**src/rtl/enet_rcr_staged_pkg.sv**
```systemverilog
// enet_pkg: shared constants, FSM encoding and mask helpers for the staged ENET RCR/ECR block.
package enet_pkg;

    localparam int RCR_DRT    = 1;
    localparam int RCR_PROM   = 3;
    localparam int RCR_BC_REJ = 4;
    localparam int RCR_FCE    = 5;
    localparam int RCR_PADEN  = 12;
    localparam int RCR_PAUFWD = 13;
    localparam int RCR_CRCFWD = 14;
    localparam int RCR_CFEN   = 15;
    localparam int RCR_MAX_FL = 16;
    localparam int RCR_NLC    = 30;

    localparam int ECR_RESET    = 0;
    localparam int ECR_ETHER_EN = 1;
    localparam int ECR_MII_SEL  = 3;

    localparam int ENET_RST_MAX_FL = 1518;

    localparam logic [31:0] ECR_FIELDS = (32'd1 << ECR_ETHER_EN) | (32'd1 << ECR_MII_SEL);

    typedef enum logic {
        ENET_RX_IDLE  = 1'b0,
        ENET_RX_FRAME = 1'b1
    } enet_rx_state_e;

    // Storable RCR bits; everything else reads back as zero.
    function automatic logic [31:0] rcr_mask(input int max_fl_w);
        logic [31:0] m;
        m = '0;
        m[RCR_DRT]    = 1'b1;
        m[RCR_PROM]   = 1'b1;
        m[RCR_BC_REJ] = 1'b1;
        m[RCR_FCE]    = 1'b1;
        m[RCR_PADEN]  = 1'b1;
        m[RCR_PAUFWD] = 1'b1;
        m[RCR_CRCFWD] = 1'b1;
        m[RCR_CFEN]   = 1'b1;
        for (int i = 0; i < max_fl_w; i++) m[RCR_MAX_FL + i] = 1'b1;
        m[RCR_NLC]    = 1'b1;
        return m;
    endfunction

    function automatic logic [31:0] strb_mask(input logic [3:0] s);
        return {{8{s[3]}}, {8{s[2]}}, {8{s[1]}}, {8{s[0]}}};
    endfunction

endpackage

```
**src/rtl/enet_rcr_staged_if.sv**
```systemverilog
// enet_rcr_staged_if: register-decoder / receive-MAC side signals of the staged RCR/ECR block.
//   master: drives register writes and frame pulses, observes configuration and status.
//   slave : the register block itself.
interface enet_rcr_staged_if #(
    parameter int MAX_FL_W = 14
);
    logic                rcr_wen;
    logic                ecr_wen;
    logic [3:0]          reg_wstrb;
    logic [31:0]         reg_wdata;
    logic                rx_sof;
    logic                rx_eof;
    logic                ether_en, drt, mii_select, nlc, cfen, crcfwd, paufwd, paden, fce, bc_rej, prom;
    logic [MAX_FL_W-1:0] max_fl;
    logic [31:0]         rcr_rdata;
    logic [31:0]         ecr_rdata;
    logic                cfg_pending;
    logic                cfg_commit;
    logic                rx_busy;
    logic                rx_timeout;

    modport master (
        output rcr_wen, ecr_wen, reg_wstrb, reg_wdata, rx_sof, rx_eof,
        input  ether_en, drt, mii_select, nlc, cfen, crcfwd, paufwd, paden, fce, bc_rej, prom,
        input  max_fl, rcr_rdata, ecr_rdata, cfg_pending, cfg_commit, rx_busy, rx_timeout
    );

    modport slave (
        input  rcr_wen, ecr_wen, reg_wstrb, reg_wdata, rx_sof, rx_eof,
        output ether_en, drt, mii_select, nlc, cfen, crcfwd, paufwd, paden, fce, bc_rej, prom,
        output max_fl, rcr_rdata, ecr_rdata, cfg_pending, cfg_commit, rx_busy, rx_timeout
    );
endinterface

```
**src/rtl/enet_rcr_staged_cfg_shadow_reg.sv**
```systemverilog
// enet_cfg_shadow_reg: software-visible shadow register paired with a datapath-visible active copy.
//   clk, rst_n       clock, async active-low reset (both copies load RST)
//   wen_i, wdata_i   shadow load
//   commit_i         active <= shadow
//   clr_i            synchronous restore of RST into both copies, wins over everything
//   act_clr_i        bits forced low in the active copy at this edge, applied after any commit
//   shadow_o         shadow copy
//   active_o         active copy
module enet_cfg_shadow_reg #(
    parameter int           W   = 32,
    parameter logic [W-1:0] RST = '0
) (
    input  logic         clk,
    input  logic         rst_n,
    input  logic         wen_i,
    input  logic [W-1:0] wdata_i,
    input  logic         commit_i,
    input  logic         clr_i,
    input  logic [W-1:0] act_clr_i,
    output logic [W-1:0] shadow_o,
    output logic [W-1:0] active_o
);
    logic [W-1:0] shadow_q, shadow_d, active_q, active_d;

    always_comb begin
        shadow_d = clr_i ? RST : (wen_i ? wdata_i : shadow_q);
        active_d = clr_i ? RST : ((commit_i ? shadow_q : active_q) & ~act_clr_i);
    end

    always_ff @(posedge clk or negedge rst_n) begin
        if (!rst_n) begin
            shadow_q <= RST;
            active_q <= RST;
        end else begin
            shadow_q <= shadow_d;
            active_q <= active_d;
        end
    end

    assign shadow_o = shadow_q;
    assign active_o = active_q;
endmodule

```
**src/rtl/enet_rcr_staged.sv**
```systemverilog
// enet_rcr_staged: staged RCR/ECR configuration registers for the ENET receive MAC (rx_clk domain).
//   rx_clk, rst_n  receive clock, async active-low reset
//   bus (slave)    register writes with byte strobes, shadow readback, rx_sof/rx_eof pulses,
//                  active configuration bits, max_fl, cfg_pending, cfg_commit, rx_busy, rx_timeout
// Writes land in the shadow copy; the active copy is refreshed only while no frame is in
// flight, so the receive path never sees configuration change mid-frame.
module enet_rcr_staged
    import enet_pkg::*;
#(
    parameter int MAX_FL_W   = 14,
    parameter int RST_MAX_FL = ENET_RST_MAX_FL,
    parameter int TIMEOUT_W  = 16
) (
    input logic              rx_clk,
    input logic              rst_n,
    enet_rcr_staged_if.slave bus
);
    localparam logic [31:0]          RCR_MASK = rcr_mask(MAX_FL_W);
    localparam logic [31:0]          RCR_RST  = (32'(RST_MAX_FL) << RCR_MAX_FL) & RCR_MASK;
    localparam logic [31:0]          ECR_EN   = 32'd1 << ECR_ETHER_EN;
    localparam logic [TIMEOUT_W-1:0] CNT_ALL  = '1;

    enet_rx_state_e       state_q;
    logic [TIMEOUT_W-1:0] cnt_q, cnt_inc;
    logic                 pending_q, commit_q, timeout_q;
    logic [31:0]          strb_m, rcr_wdata, ecr_wdata, rcr_sh, rcr_act, ecr_sh, ecr_act;
    logic                 wr_rcr, wr_ecr, byte0_ecr, soft_rst, kill, commit;
    logic                 unused;

    assign strb_m    = strb_mask(bus.reg_wstrb);
    assign wr_rcr    = bus.rcr_wen && (bus.reg_wstrb != 4'h0);
    assign wr_ecr    = bus.ecr_wen && (bus.reg_wstrb != 4'h0);
    assign byte0_ecr = bus.ecr_wen && bus.reg_wstrb[0];
    assign soft_rst  = byte0_ecr && bus.reg_wdata[ECR_RESET];
    // Clearing ether_en bypasses staging so the MAC can be stopped mid-frame.
    assign kill      = byte0_ecr && !bus.reg_wdata[ECR_ETHER_EN];
    assign commit    = (state_q == ENET_RX_IDLE) && pending_q;
    assign cnt_inc   = cnt_q + TIMEOUT_W'(1);
    assign rcr_wdata = ((rcr_sh & ~strb_m) | (bus.reg_wdata & strb_m)) & RCR_MASK;
    assign ecr_wdata = ((ecr_sh & ~strb_m) | (bus.reg_wdata & strb_m)) & ECR_FIELDS;

    enet_cfg_shadow_reg #(.W(32), .RST(RCR_RST)) u_rcr (
        .clk       (rx_clk),
        .rst_n     (rst_n),
        .wen_i     (wr_rcr),
        .wdata_i   (rcr_wdata),
        .commit_i  (commit),
        .clr_i     (soft_rst),
        .act_clr_i ('0),
        .shadow_o  (rcr_sh),
        .active_o  (rcr_act)
    );

    enet_cfg_shadow_reg #(.W(32), .RST('0)) u_ecr (
        .clk       (rx_clk),
        .rst_n     (rst_n),
        .wen_i     (wr_ecr),
        .wdata_i   (ecr_wdata),
        .commit_i  (commit),
        .clr_i     (soft_rst),
        .act_clr_i (kill ? ECR_EN : 32'd0),
        .shadow_o  (ecr_sh),
        .active_o  (ecr_act)
    );

    // Frame tracker, watchdog and commit bookkeeping. A new write in the commit cycle keeps
    // pending set so it is committed on a later idle edge.
    always_ff @(posedge rx_clk or negedge rst_n) begin
        if (!rst_n) begin
            state_q   <= ENET_RX_IDLE;
            cnt_q     <= '0;
            pending_q <= 1'b0;
            commit_q  <= 1'b0;
            timeout_q <= 1'b0;
        end else if (soft_rst) begin
            state_q   <= ENET_RX_IDLE;
            cnt_q     <= '0;
            pending_q <= 1'b0;
            commit_q  <= 1'b0;
            timeout_q <= 1'b0;
        end else begin
            commit_q  <= commit;
            pending_q <= wr_rcr || wr_ecr || (pending_q && !commit);
            timeout_q <= 1'b0;
            cnt_q     <= '0;
            if (state_q == ENET_RX_IDLE) begin
                if (bus.rx_sof) state_q <= ENET_RX_FRAME;
            end else if (!bus.rx_sof) begin
                if (bus.rx_eof) begin
                    state_q <= ENET_RX_IDLE;
                end else if (cnt_inc == CNT_ALL) begin
                    state_q   <= ENET_RX_IDLE;
                    timeout_q <= 1'b1;
                end else begin
                    cnt_q <= cnt_inc;
                end
            end
        end
    end

    assign bus.drt         = rcr_act[RCR_DRT];
    assign bus.prom        = rcr_act[RCR_PROM];
    assign bus.bc_rej      = rcr_act[RCR_BC_REJ];
    assign bus.fce         = rcr_act[RCR_FCE];
    assign bus.paden       = rcr_act[RCR_PADEN];
    assign bus.paufwd      = rcr_act[RCR_PAUFWD];
    assign bus.crcfwd      = rcr_act[RCR_CRCFWD];
    assign bus.cfen        = rcr_act[RCR_CFEN];
    assign bus.max_fl      = rcr_act[RCR_MAX_FL +: MAX_FL_W];
    assign bus.nlc         = rcr_act[RCR_NLC];
    assign bus.ether_en    = ecr_act[ECR_ETHER_EN];
    assign bus.mii_select  = ecr_act[ECR_MII_SEL];
    assign bus.rcr_rdata   = rcr_sh;
    assign bus.ecr_rdata   = ecr_sh;
    assign bus.cfg_pending = pending_q;
    assign bus.cfg_commit  = commit_q;
    assign bus.rx_busy     = state_q == ENET_RX_FRAME;
    assign bus.rx_timeout  = timeout_q;

    // Unmapped storage bits are constant zero and intentionally never read.
    assign unused = ^{rcr_act, ecr_act};
endmodule

```
**src/flat_wrapper.sv**
```systemverilog
// flat-port wrapper written by rule: the top's interface ports become plain ports
module enet_rcr_staged_flat import enet_pkg::*;
#(
    parameter int MAX_FL_W   = 14,
    parameter int RST_MAX_FL = ENET_RST_MAX_FL,
    parameter int TIMEOUT_W  = 16
)
  (rx_clk, rst_n, bus_rcr_wen, bus_ecr_wen, bus_reg_wstrb, bus_reg_wdata, bus_rx_sof, bus_rx_eof, bus_ether_en, bus_drt, bus_mii_select, bus_nlc, bus_cfen, bus_crcfwd, bus_paufwd, bus_paden, bus_fce, bus_bc_rej, bus_prom, bus_max_fl, bus_rcr_rdata, bus_ecr_rdata, bus_cfg_pending, bus_cfg_commit, bus_rx_busy, bus_rx_timeout);
  enet_rcr_staged_if #(.MAX_FL_W(MAX_FL_W)) bus_i ();
  input logic rx_clk;
  input logic rst_n;
  input wire logic [$bits(bus_i.rcr_wen)-1:0] bus_rcr_wen;
  input wire logic [$bits(bus_i.ecr_wen)-1:0] bus_ecr_wen;
  input wire logic [$bits(bus_i.reg_wstrb)-1:0] bus_reg_wstrb;
  input wire logic [$bits(bus_i.reg_wdata)-1:0] bus_reg_wdata;
  input wire logic [$bits(bus_i.rx_sof)-1:0] bus_rx_sof;
  input wire logic [$bits(bus_i.rx_eof)-1:0] bus_rx_eof;
  output wire logic [$bits(bus_i.ether_en)-1:0] bus_ether_en;
  output wire logic [$bits(bus_i.drt)-1:0] bus_drt;
  output wire logic [$bits(bus_i.mii_select)-1:0] bus_mii_select;
  output wire logic [$bits(bus_i.nlc)-1:0] bus_nlc;
  output wire logic [$bits(bus_i.cfen)-1:0] bus_cfen;
  output wire logic [$bits(bus_i.crcfwd)-1:0] bus_crcfwd;
  output wire logic [$bits(bus_i.paufwd)-1:0] bus_paufwd;
  output wire logic [$bits(bus_i.paden)-1:0] bus_paden;
  output wire logic [$bits(bus_i.fce)-1:0] bus_fce;
  output wire logic [$bits(bus_i.bc_rej)-1:0] bus_bc_rej;
  output wire logic [$bits(bus_i.prom)-1:0] bus_prom;
  output wire logic [$bits(bus_i.max_fl)-1:0] bus_max_fl;
  output wire logic [$bits(bus_i.rcr_rdata)-1:0] bus_rcr_rdata;
  output wire logic [$bits(bus_i.ecr_rdata)-1:0] bus_ecr_rdata;
  output wire logic [$bits(bus_i.cfg_pending)-1:0] bus_cfg_pending;
  output wire logic [$bits(bus_i.cfg_commit)-1:0] bus_cfg_commit;
  output wire logic [$bits(bus_i.rx_busy)-1:0] bus_rx_busy;
  output wire logic [$bits(bus_i.rx_timeout)-1:0] bus_rx_timeout;
  assign bus_i.rcr_wen = bus_rcr_wen;
  assign bus_i.ecr_wen = bus_ecr_wen;
  assign bus_i.reg_wstrb = bus_reg_wstrb;
  assign bus_i.reg_wdata = bus_reg_wdata;
  assign bus_i.rx_sof = bus_rx_sof;
  assign bus_i.rx_eof = bus_rx_eof;
  assign bus_ether_en = bus_i.ether_en;
  assign bus_drt = bus_i.drt;
  assign bus_mii_select = bus_i.mii_select;
  assign bus_nlc = bus_i.nlc;
  assign bus_cfen = bus_i.cfen;
  assign bus_crcfwd = bus_i.crcfwd;
  assign bus_paufwd = bus_i.paufwd;
  assign bus_paden = bus_i.paden;
  assign bus_fce = bus_i.fce;
  assign bus_bc_rej = bus_i.bc_rej;
  assign bus_prom = bus_i.prom;
  assign bus_max_fl = bus_i.max_fl;
  assign bus_rcr_rdata = bus_i.rcr_rdata;
  assign bus_ecr_rdata = bus_i.ecr_rdata;
  assign bus_cfg_pending = bus_i.cfg_pending;
  assign bus_cfg_commit = bus_i.cfg_commit;
  assign bus_rx_busy = bus_i.rx_busy;
  assign bus_rx_timeout = bus_i.rx_timeout;
  enet_rcr_staged #(.MAX_FL_W(MAX_FL_W), .RST_MAX_FL(RST_MAX_FL), .TIMEOUT_W(TIMEOUT_W)) u_core (.rx_clk(rx_clk), .rst_n(rst_n), .bus(bus_i));
endmodule
```
**config.mk**
```make
export PLATFORM = sky130hd
export DESIGN_NAME = enet_rcr_staged_flat
export DESIGN_NICKNAME = d
export VERILOG_FILES = /design/src/rtl/enet_rcr_staged_pkg.sv /design/src/rtl/enet_rcr_staged_if.sv /design/src/rtl/enet_rcr_staged_cfg_shadow_reg.sv /design/src/rtl/enet_rcr_staged.sv /design/src/flat_wrapper.sv
export SDC_FILE = /design/constraint.sdc
export NUM_CORES = 1
export LEC_CHECK = 0
export ABC_CLOCK_PERIOD_IN_PS = 2900
export BUFFER_PORTS_ARGS = -buffer_cell sky130_fd_sc_hd__buf_2
export CORE_MARGIN = 2
export CORE_UTILIZATION = 40
export CTS_CLUSTER_DIAMETER = 80
export CTS_CLUSTER_SIZE = 12
export DETAILED_ROUTE_END_ITERATION = 8
export PLACE_DENSITY = 0.65
export SLEW_MARGIN = 5
export SYNTH_ARGS = -nofsm -noshare
export SYNTH_HDL_FRONTEND = slang
export SYNTH_SLANG_ARGS = --single-unit
```
**constraint.sdc**
```tcl
create_clock -name rx_clk -period 2.9 [get_ports rx_clk]
set_input_delay 0.435 -clock rx_clk [delete_from_list [all_inputs] [get_ports rx_clk]]
set_output_delay 0.435 -clock rx_clk [all_outputs]
set_load 0.02 [all_outputs]
```
Word level (Yosys, flattened, before mapping)

Index checks and enable logic that the tools add are counted.

Bits of input ports: 42
Logic and storage cells: 62
Register bits: 147

Reduce and logical (&&, ||, !) cells: 15
Bitwise logic cells: 9
$add $sub $neg: 1
Eq/ne operators: 1
Multiplexer cells: 27

Operators by type and width:

| kind                  | count |
|---|---|
| $mux 32               | 6 |
| $mux 16               | 5 |
| $and 31x31->31        | 2 |
| $mux 31               | 2 |
| $and 32x32->32        | 1 |
| $not 32->32           | 1 |
| $not 31->31           | 1 |
| $or 31x31->31         | 1 |
| $add 16x1->16 const B | 1 |
| $eq 16x16->1 const B  | 1 |
| $mux 1                | 13 |
| $logic_and 1x1->1     | 7 |
| $reduce_bool 2->1     | 3 |
| $and 4x4->4           | 1 |
| $or 4x4->4            | 1 |
| $reduce_bool 4->1     | 1 |
| $logic_not 1->1       | 2 |
| $logic_or 1x1->1      | 2 |
| $mux 2                | 1 |
| $not 1->1             | 1 |

Logic depth before layout (Yosys ltp)

Gate-level depths: netlist of run 1.

Word-level depth: 7
Depth in mapped cells: 9
Gate-level depth less buffers: 7

Hierarchy

From an unflattened synthesis of run 1, not the netlist that was laid out.

Cell total of the unflattened synthesis: 568
Area, all modules: 7045.5 um2

By module, submodules not included:

| module                             | cells each | instances | area an instance (um2) |
|---|---|---|---|
| enet_cfg_shadow_reg (u_core.u_ecr) | 207        | 1         | 2830.2 |
| enet_cfg_shadow_reg (u_core.u_rcr) | 207        | 1         | 2761.4 |
| enet_rcr_staged                    | 154        | 1         | 1453.9 |

Least setup slack after synthesis of run 1

No wires, ideal clock.

Path type: register -> register
Start point: register u_core.cnt_q[1]
End point: register u_core.cnt_q[10]
Arrival time: 2.012 ns
Period minus slack after synthesis: 2.148 ns
Slack: 0.752 ns
Stages on the path, launching flop included: 9
Cell sequence: dfrtp_1 -> ha_1 -> buf_2 -> nand3_1 -> or3_1 -> a32o_1 -> nor4_4 -> buf_6 -> nor3_1

Word-level cells in the longest chain between the ends: 7

RTL lines:

| element                | line                  | source |
|---|---|---|
| from (decl)            | enet_rcr_staged.sv:24 | `logic [TIMEOUT_W-1:0] cnt_q, cnt_inc;` |
| from (signal assigned) | enet_rcr_staged.sv:95 | `cnt_q <= cnt_inc;` |
| $add 16x1->16 *        | enet_rcr_staged.sv:38 | `assign cnt_inc = cnt_q + TIMEOUT_W'(1);` |
| $eq 16x16->1           | enet_rcr_staged.sv:91 | `end else if (cnt_inc == CNT_ALL) begin` |
| $mux 16 *              | enet_rcr_staged.sv:91 |  |
| $mux 16 *              | enet_rcr_staged.sv:89 | `if (bus.rx_eof) begin` |
| $mux 16 *              | enet_rcr_staged.sv:88 | `end else if (!bus.rx_sof) begin` |
| $mux 16 *              | enet_rcr_staged.sv:86 | `if (state_q == ENET_RX_IDLE) begin` |
| $mux 16 *              | enet_rcr_staged.sv:75 | `end else if (soft_rst) begin` |

Mark *: on every way between the ends. The rest lies on a longest branch, timed or not.
A chain may end at the register's enable or synchronous reset.

Final worst setup path of run 1

Start point: register u_core.cnt_q[0]
End point: register u_core.timeout_q, in the netlist u_core.bus.rx_timeout

Word-level cells in the longest chain between the ends: 7

RTL lines:

| element              | line                  | source |
|---|---|---|
| $add 16x1->16        | enet_rcr_staged.sv:38 |  |
| $eq 16x16->1         | enet_rcr_staged.sv:91 |  |
| $mux 1               | enet_rcr_staged.sv:91 |  |
| $mux 1               | enet_rcr_staged.sv:89 |  |
| $mux 1               | enet_rcr_staged.sv:88 |  |
| $mux 1               | enet_rcr_staged.sv:86 |  |
| $mux 1               | enet_rcr_staged.sv:75 |  |
| to (signal assigned) | enet_rcr_staged.sv:74 | `timeout_q <= 1'b0;` |
| to (signal assigned) | enet_rcr_staged.sv:80 | `timeout_q <= 1'b0;` |
| to (signal assigned) | enet_rcr_staged.sv:93 | `timeout_q <= 1'b1;` |
| to (decl)            | enet_rcr_staged.sv:25 | `logic pending_q, commit_q, timeout_q;` |

No other way between the ends.

==> flow_metrics.tcl, run 1 <==
set metrics [dict create \
    pwr-share-seq 0.493 \
    ys_warn_count 0 \
    ctsLongestPathBuffers 2 \
    comb_power_share 0.220 \
    hp-class "input pin to asynchronous set/reset pin" \
    setup_slack_ns 0.541 \
    grt_pass1_vias 2660 \
    critPathMaxFanout 9 \
    wl_mm 7.78 \
    area_growth_syn_to_layout_pct 15.7 \
    placementRows 33 \
    grt_pass1_wl_mm 13.0 \
    initial_core_util 0.417 \
    leakagePower_nw 1.95 \
    avgRoutedWirePerCell_microns 13.6 \
    clk_latency_ns 0.34 \
    power.total_mw 2.41 \
    synthesis.area_sq_mm 0.00346 \
    hpwlAfterDp_mm 5.56 \
    grt_usage 0.169 \
    ios 135 \
    gr-total-overflow 0 \
    die-width_microns 97 \
    peakVddDrop_mv 0.347 \
    vias 2798 \
    vias_per_cell 4.87 \
    finalHoldWorstSlack_ns 0.106 \
    skew_ns 0.00617 \
    cts_setup_buffers 0 \
    cts_resized 0 \
    grt_antenna_before_repair 0 \
    netSwitchingFraction 0.322 \
    drt_pass1_iterations 4 \
    start_kind "register" \
    rsz0062_at_grt "no" \
    clk_pin_slew_ns 0.07 \
    cts_sinks 70 \
    cts_htree_levels 3 \
    syn_inst 386 \
    final_layout_size_suffix_gt1_frac 0.269 \
    period_needed_ns 2.36 \
    synth_seq_cells 70 \
    fin_tns_setup_ns 0 \
    max_freq_ghz 0.424 \
    route.detailed.drc 0 \
    tritoncts "built" \
    synth_cell_types 35 \
    slew_headroom 0.520 \
    tightest_slew_ns 0.717 \
    setup_violations 0 \
    timing.final.crit_share 0.813 \
    synth-edff-count 0 \
    pre_cts_slack_ns 0.535 \
    die_area_sq_mm 0.00941 \
    hold_violations 0 \
    numCtsBuffers 9 \
    ctsHoldBuffers 0 \
    endpoint_kind "register" \
    coreArea_sq_mm 0.00830 \
    die_h_microns 97 \
    cts-root-buf "clkbuf_8" \
    portBuffers 87 \
    synth_top_area_frac 0.391 \
    max_cap_violations 0 \
    yosysSeqAreaShare 0.512 \
    drtAntennaViolNets 0 \
    outcome "complete, no violations" \
    drt-initial-drc-count 206 \
    synth_most_common_cell "nand2_1" \
    slew_viol_final 0 \
    synth_common_cells "93 x nand2_1, 54 x dfrtp_1, 43 x nand3_1" \
    switching_power_mw 0.775 \
    p_int_mw 1.63 \
    powerDensity_mw_per_mm2 601 \
    gp_congestion 0.791 \
    n_antenna_cell 0 \
    crit_arrival_ns 2.62 \
    yosysTopAreaCell "dfrtp_1" \
    synth_area_leaders "dfrtp_1 39%, dfstp_2 12%, nand2_1 10%, buf_4 8.5%, nand3_1 6.2%" \
    pwr-share-clk 0.287 \
    post-route-util 0.482 \
    syn_area_per_cell_sq_um 8.96 \
    worstPathRequired_ns 3.16 \
    r2r_cells 7 \
    final_nets 509 \
    synthArstFlopShare 1.00 \
    critPathKind "register to register" \
    grt_max_degree 45 \
    synth_ff_type "dfrtp_1" \
]
==> per-stage QoR <==
| stage | instances | area (sq um) |
|---|---|---|
| floorplan | 424 | 3600 |
| global placement | 559 | 3830 |
| detailed placement | 559 | 3830 |
| CTS | 574 | 4000 |
| global route | 574 | 4000 |
| finish | 574 | 4000 |
==> cells by family (layout without fill, tap and decap cells) <==
family,after synthesis,after routing,synth area share
AND/OR/NAND/NOR,188,188,0.256
flip-flops,70,70,0.512
buffers and inverters,66,111,0.117
AO/OA/AOI/OAI,45,45,0.0712
XOR/XNOR,14,14,0.0354
adder cells (fa/ha/maj),2,2,0.00723
other,1,39,0.00108
==> final timing paths <==
path                                                start                        end  slack [ns]
worst max-delay path                      u_core.cnt_q[0]      u_core.bus.rx_timeout        0.54
worst min-delay path                                rst_n            u_core.cnt_q[6]        0.11
worst max register to register            u_core.cnt_q[0]      u_core.bus.rx_timeout        0.54
worst min register to register  u_core.u_rcr.active_o[24]  u_core.u_rcr.active_o[24]        0.49
max in group asynchronous                           rst_n  u_core.u_rcr.shadow_o[26]        2.09
min in group rx_clk                     bus_reg_wdata[21]  u_core.u_rcr.shadow_o[21]        0.31
==> state kept, by name (all words and copies together), names as in the netlist <==
| name | count |
|---|---|
| u_core.u_rcr.active_o | 23 |
| u_core.u_rcr.shadow_o | 23 |
| u_core.u_ecr.shadow_o | 2 |
| u_core.bus.rx_busy | 1 |
| u_core.cnt_q | 16 |
| u_core.bus.cfg_pending | 1 |
| u_core.u_ecr.active_o | 2 |
| u_core.bus.cfg_commit | 1 |
| u_core.bus.rx_timeout | 1 |
==> per-layer routing <==
layer / wire length (microns) / GRT usage
met5: 0 / 0
met4: 90 / 0.0618
met3: 472 / 0.0455
met2: 3790 / 0.274
met1: 3430 / 0.219
==> placed cells by master, fill, tap and decap left out, types with 3 or more instances in the layout <==
cell type,netlist,routed
a21oi_1,34,34
buf_2,3,87
buf_4,39,5
clkbuf_1,20,3
clkbuf_8,0,11
conb_1,1,39
dfrtp_1,54,54
dfstp_2,16,16
inv_1,3,3
nand2_1,93,93
nand2b_1,5,5
nand3_1,43,43
nor2_1,8,8
nor3_1,22,22
o21ai_0,5,5
or3_1,3,3
xnor2_1,10,10
xor2_1,4,4
==> final cells by class <==
cell class	count	area, sq um
fill	810	4300
sequential	70	1770
multi-input combinational	288	1430
timing repair buffer	93	493
clock buffer	14	163
tap	105	131
inverter	3	11.3
clock inverter	1	5.00
==> power by group through the flow <==
stage / Clock (mW) / Combinational, mW / Sequential, mW
after floorplan: 0 / 0.237 / 1.34
after global placement: 0 / 0.529 / 1.20
after detailed placement: 0 / 0.538 / 1.20
after CTS: 0.710 / 0.539 / 1.19
after global routing: 0.756 / 0.581 / 1.20
final: 0.690 / 0.530 / 1.19
==> worst max-delay path: stages (launching register included) <==
cell	delay, ns
dfrtp_1	0.49
ha_1	0.39
nand3_1	0.20
or3_1	0.33
a32o_1	0.29
nor4_4	0.25
buf_4	0.20
nor2b_1	0.14
No activity file was read; power rests on OpenSTA's default activity.
==> inputs of run 2 (changes only) <==
Settings changed: ABC_CLOCK_PERIOD_IN_PS 2900 to 2100, PLACE_DENSITY 0.65 to 0.67.
Clock period 2.9 ns to 2.1 ns, I/O delays scaled along.
==> flow_metrics.tcl, run 2 (synthesis gave the netlist of run 1 again) <==
set metrics [dict create \
    wl_mm 7.96 \
    crit_path_cell_trace "nand4_4 > or3_4 > a32o_2 > nor4_4 > buf_4 > nor3_1" \
    ios 135 \
    drt_pass1_iterations 4 \
    hp-class "input pin to asynchronous set/reset pin" \
    max_cap_violations 0 \
    setup_violations 0 \
    powerDensity_mw_per_mm2 849 \
    slowest_stage "dfrtp_2" \
    gp_congestion 0.816 \
    final_cell_count_no_fill 583 \
    die_area_sq_mm 0.00941 \
    cts_htree_levels 3 \
    portBuffers 87 \
    n_antenna_cell 0 \
    violations "hold timing" \
    final_nets 517 \
    crit_cells 6 \
    final_layout_size_suffix_gt1_frac 0.305 \
    die_h_microns 97 \
    period_needed_ns 2.01 \
    avgRoutedWirePerCell_microns 13.7 \
    timing.final.crit_share 0.959 \
    place_inst 565 \
    grt_usage 0.171 \
    cp_slowest_stage_delay_ns 0.45 \
    grt_max_degree 71 \
    initial_core_util 0.417 \
    cp_top_family "simple AND/OR/NAND/NOR gates" \
    clk_latency_ns 0.34 \
    vias 2831 \
    endpoint_kind "register" \
    peakVddDrop_mv 0.494 \
    clk_pin_slew_ns 0.08 \
    finalHoldWorstSlack_ns -0.0187 \
    tritoncts "built" \
    numCtsBuffers 9 \
    grt_pass1_wl_mm 13.4 \
    crit_buf_inv 1 \
    post-route-util 0.502 \
    power.total_mw 3.54 \
    grt_antenna_before_repair 0 \
    slew_headroom 0.553 \
    cts_sinks 70 \
    fin_tns_setup_ns 0 \
    vias_per_cell 4.86 \
    leakagePower_nw 2.03 \
    slew_viol_final 0 \
    critPathMaxFanout 9 \
    layout_common_cells "92 x nand2_1, 87 x buf_2, 52 x dfrtp_1" \
    max_freq_ghz 0.497 \
    placementRows 33 \
    drt-initial-drc-count 197 \
    crit_arrival_ns 2.21 \
    cts-root-buf "clkbuf_8" \
    coreArea_sq_mm 0.00830 \
    outcome "finished with violations" \
    route.detailed.drc 0 \
    gr-total-overflow 0 \
    ctsLongestPathBuffers 2 \
    placed_cell_area_sq_mm 0.00388 \
    mostFrequentLayoutCell "nand2_1" \
    die-width_microns 97 \
    drtAntennaViolNets 0 \
    worstPathRequired_ns 2.30 \
    design_area_sq_mm 0.00417 \
    grt_pass1_vias 2733 \
    r2r_cells 6 \
    area_growth_syn_to_layout_pct 20.5 \
    critPathKind "register to register" \
    hpwlAfterDp_mm 5.52 \
    start_kind "register" \
    tightest_slew_ns 0.669 \
    skew_ns 0.00961 \
    hold_violations 10 \
]
run 2: cell count changes in the layout (fill, tap and decap cells not counted), moves of 2 or more:
cell      change
dfrtp_1       -2
clkbuf_1      -3
buf_4         +6
clkbuf_8      -2
inv_4         +2
buf_6         +2
dfrtp_2       +2
run 2: cell type report:
class                           count  area [sq um]
Timing Repair Buffer              101           561
Sequential cell                    70          1770
Fill cell                         801          4130
Tap cell                          105           131
Inverter                            3          11.3
Multi-Input combinational cell    288          1480
Clock buffer                       10           149
Clock inverter                      6          65.1
run 2: final timing paths:
| check | startpoint | slack [ns] | endpoint |
|---|---|---|---|
| min | rst_n | -0.02 | u_core.cnt_q[3] |
| min in group rx_clk | bus_reg_wdata[19] | 0.19 | u_core.u_rcr.shadow_o[19] |
| max reg2reg | u_core.cnt_q[4] | 0.09 | u_core.cnt_q[3] |
| min reg2reg | u_core.u_rcr.active_o[19] | 0.49 | u_core.u_rcr.active_o[19] |
| max in group asynchronous | rst_n | 1.79 | u_core.u_rcr.shadow_o[19] |
| max | u_core.cnt_q[4] | 0.09 | u_core.cnt_q[3] |
run 2: through the flow:
stage / setup WS (ns) / hold WS, ns
floorplan: 0.0280 / 0.0194
global placement: 0.142 / 0.377
detailed placement: 0.111 / 0.369
CTS: 0.0738 / 0.00252
global route: -0.0111 / 0.0101
finish: 0.0868 / -0.0187
run 2: routing by layer:
layer | up-vias | GRT usage | part of all wire
met4 | 0 | 0.0368 | 0.0058
met5 | - | 0 | 0
met2 | 91 | 0.259 | 0.47
met3 | 6 | 0.0585 | 0.065
met1 | 1354 | 0.238 | 0.45
li1 | 1380 | - | -
run 2: worst register-to-register path: cells and delay by family (launching register included):
kind / cells / cell delay (ns)
DFF: 1 / 0.45
AOI/OAI and AO/OA: 1 / 0.27
buffers and inverters: 1 / 0.21
and+or+nand+nor: 4 / 0.95
run 2: power by group:
part | switching (mW) | internal (mW)
Combinational | 0.512 | 0.226
Sequential | 0.0966 | 1.54
Clock | 0.536 | 0.626
run 2: what timing repair did:
item | CTS | global route
gates resized for setup | 0 | 13
buffers inserted | 0 | 3
endpoints found under the setup margin | 0 | 14
endpoints found under the hold margin | 0 | 0
hold buffers | 0 | 0
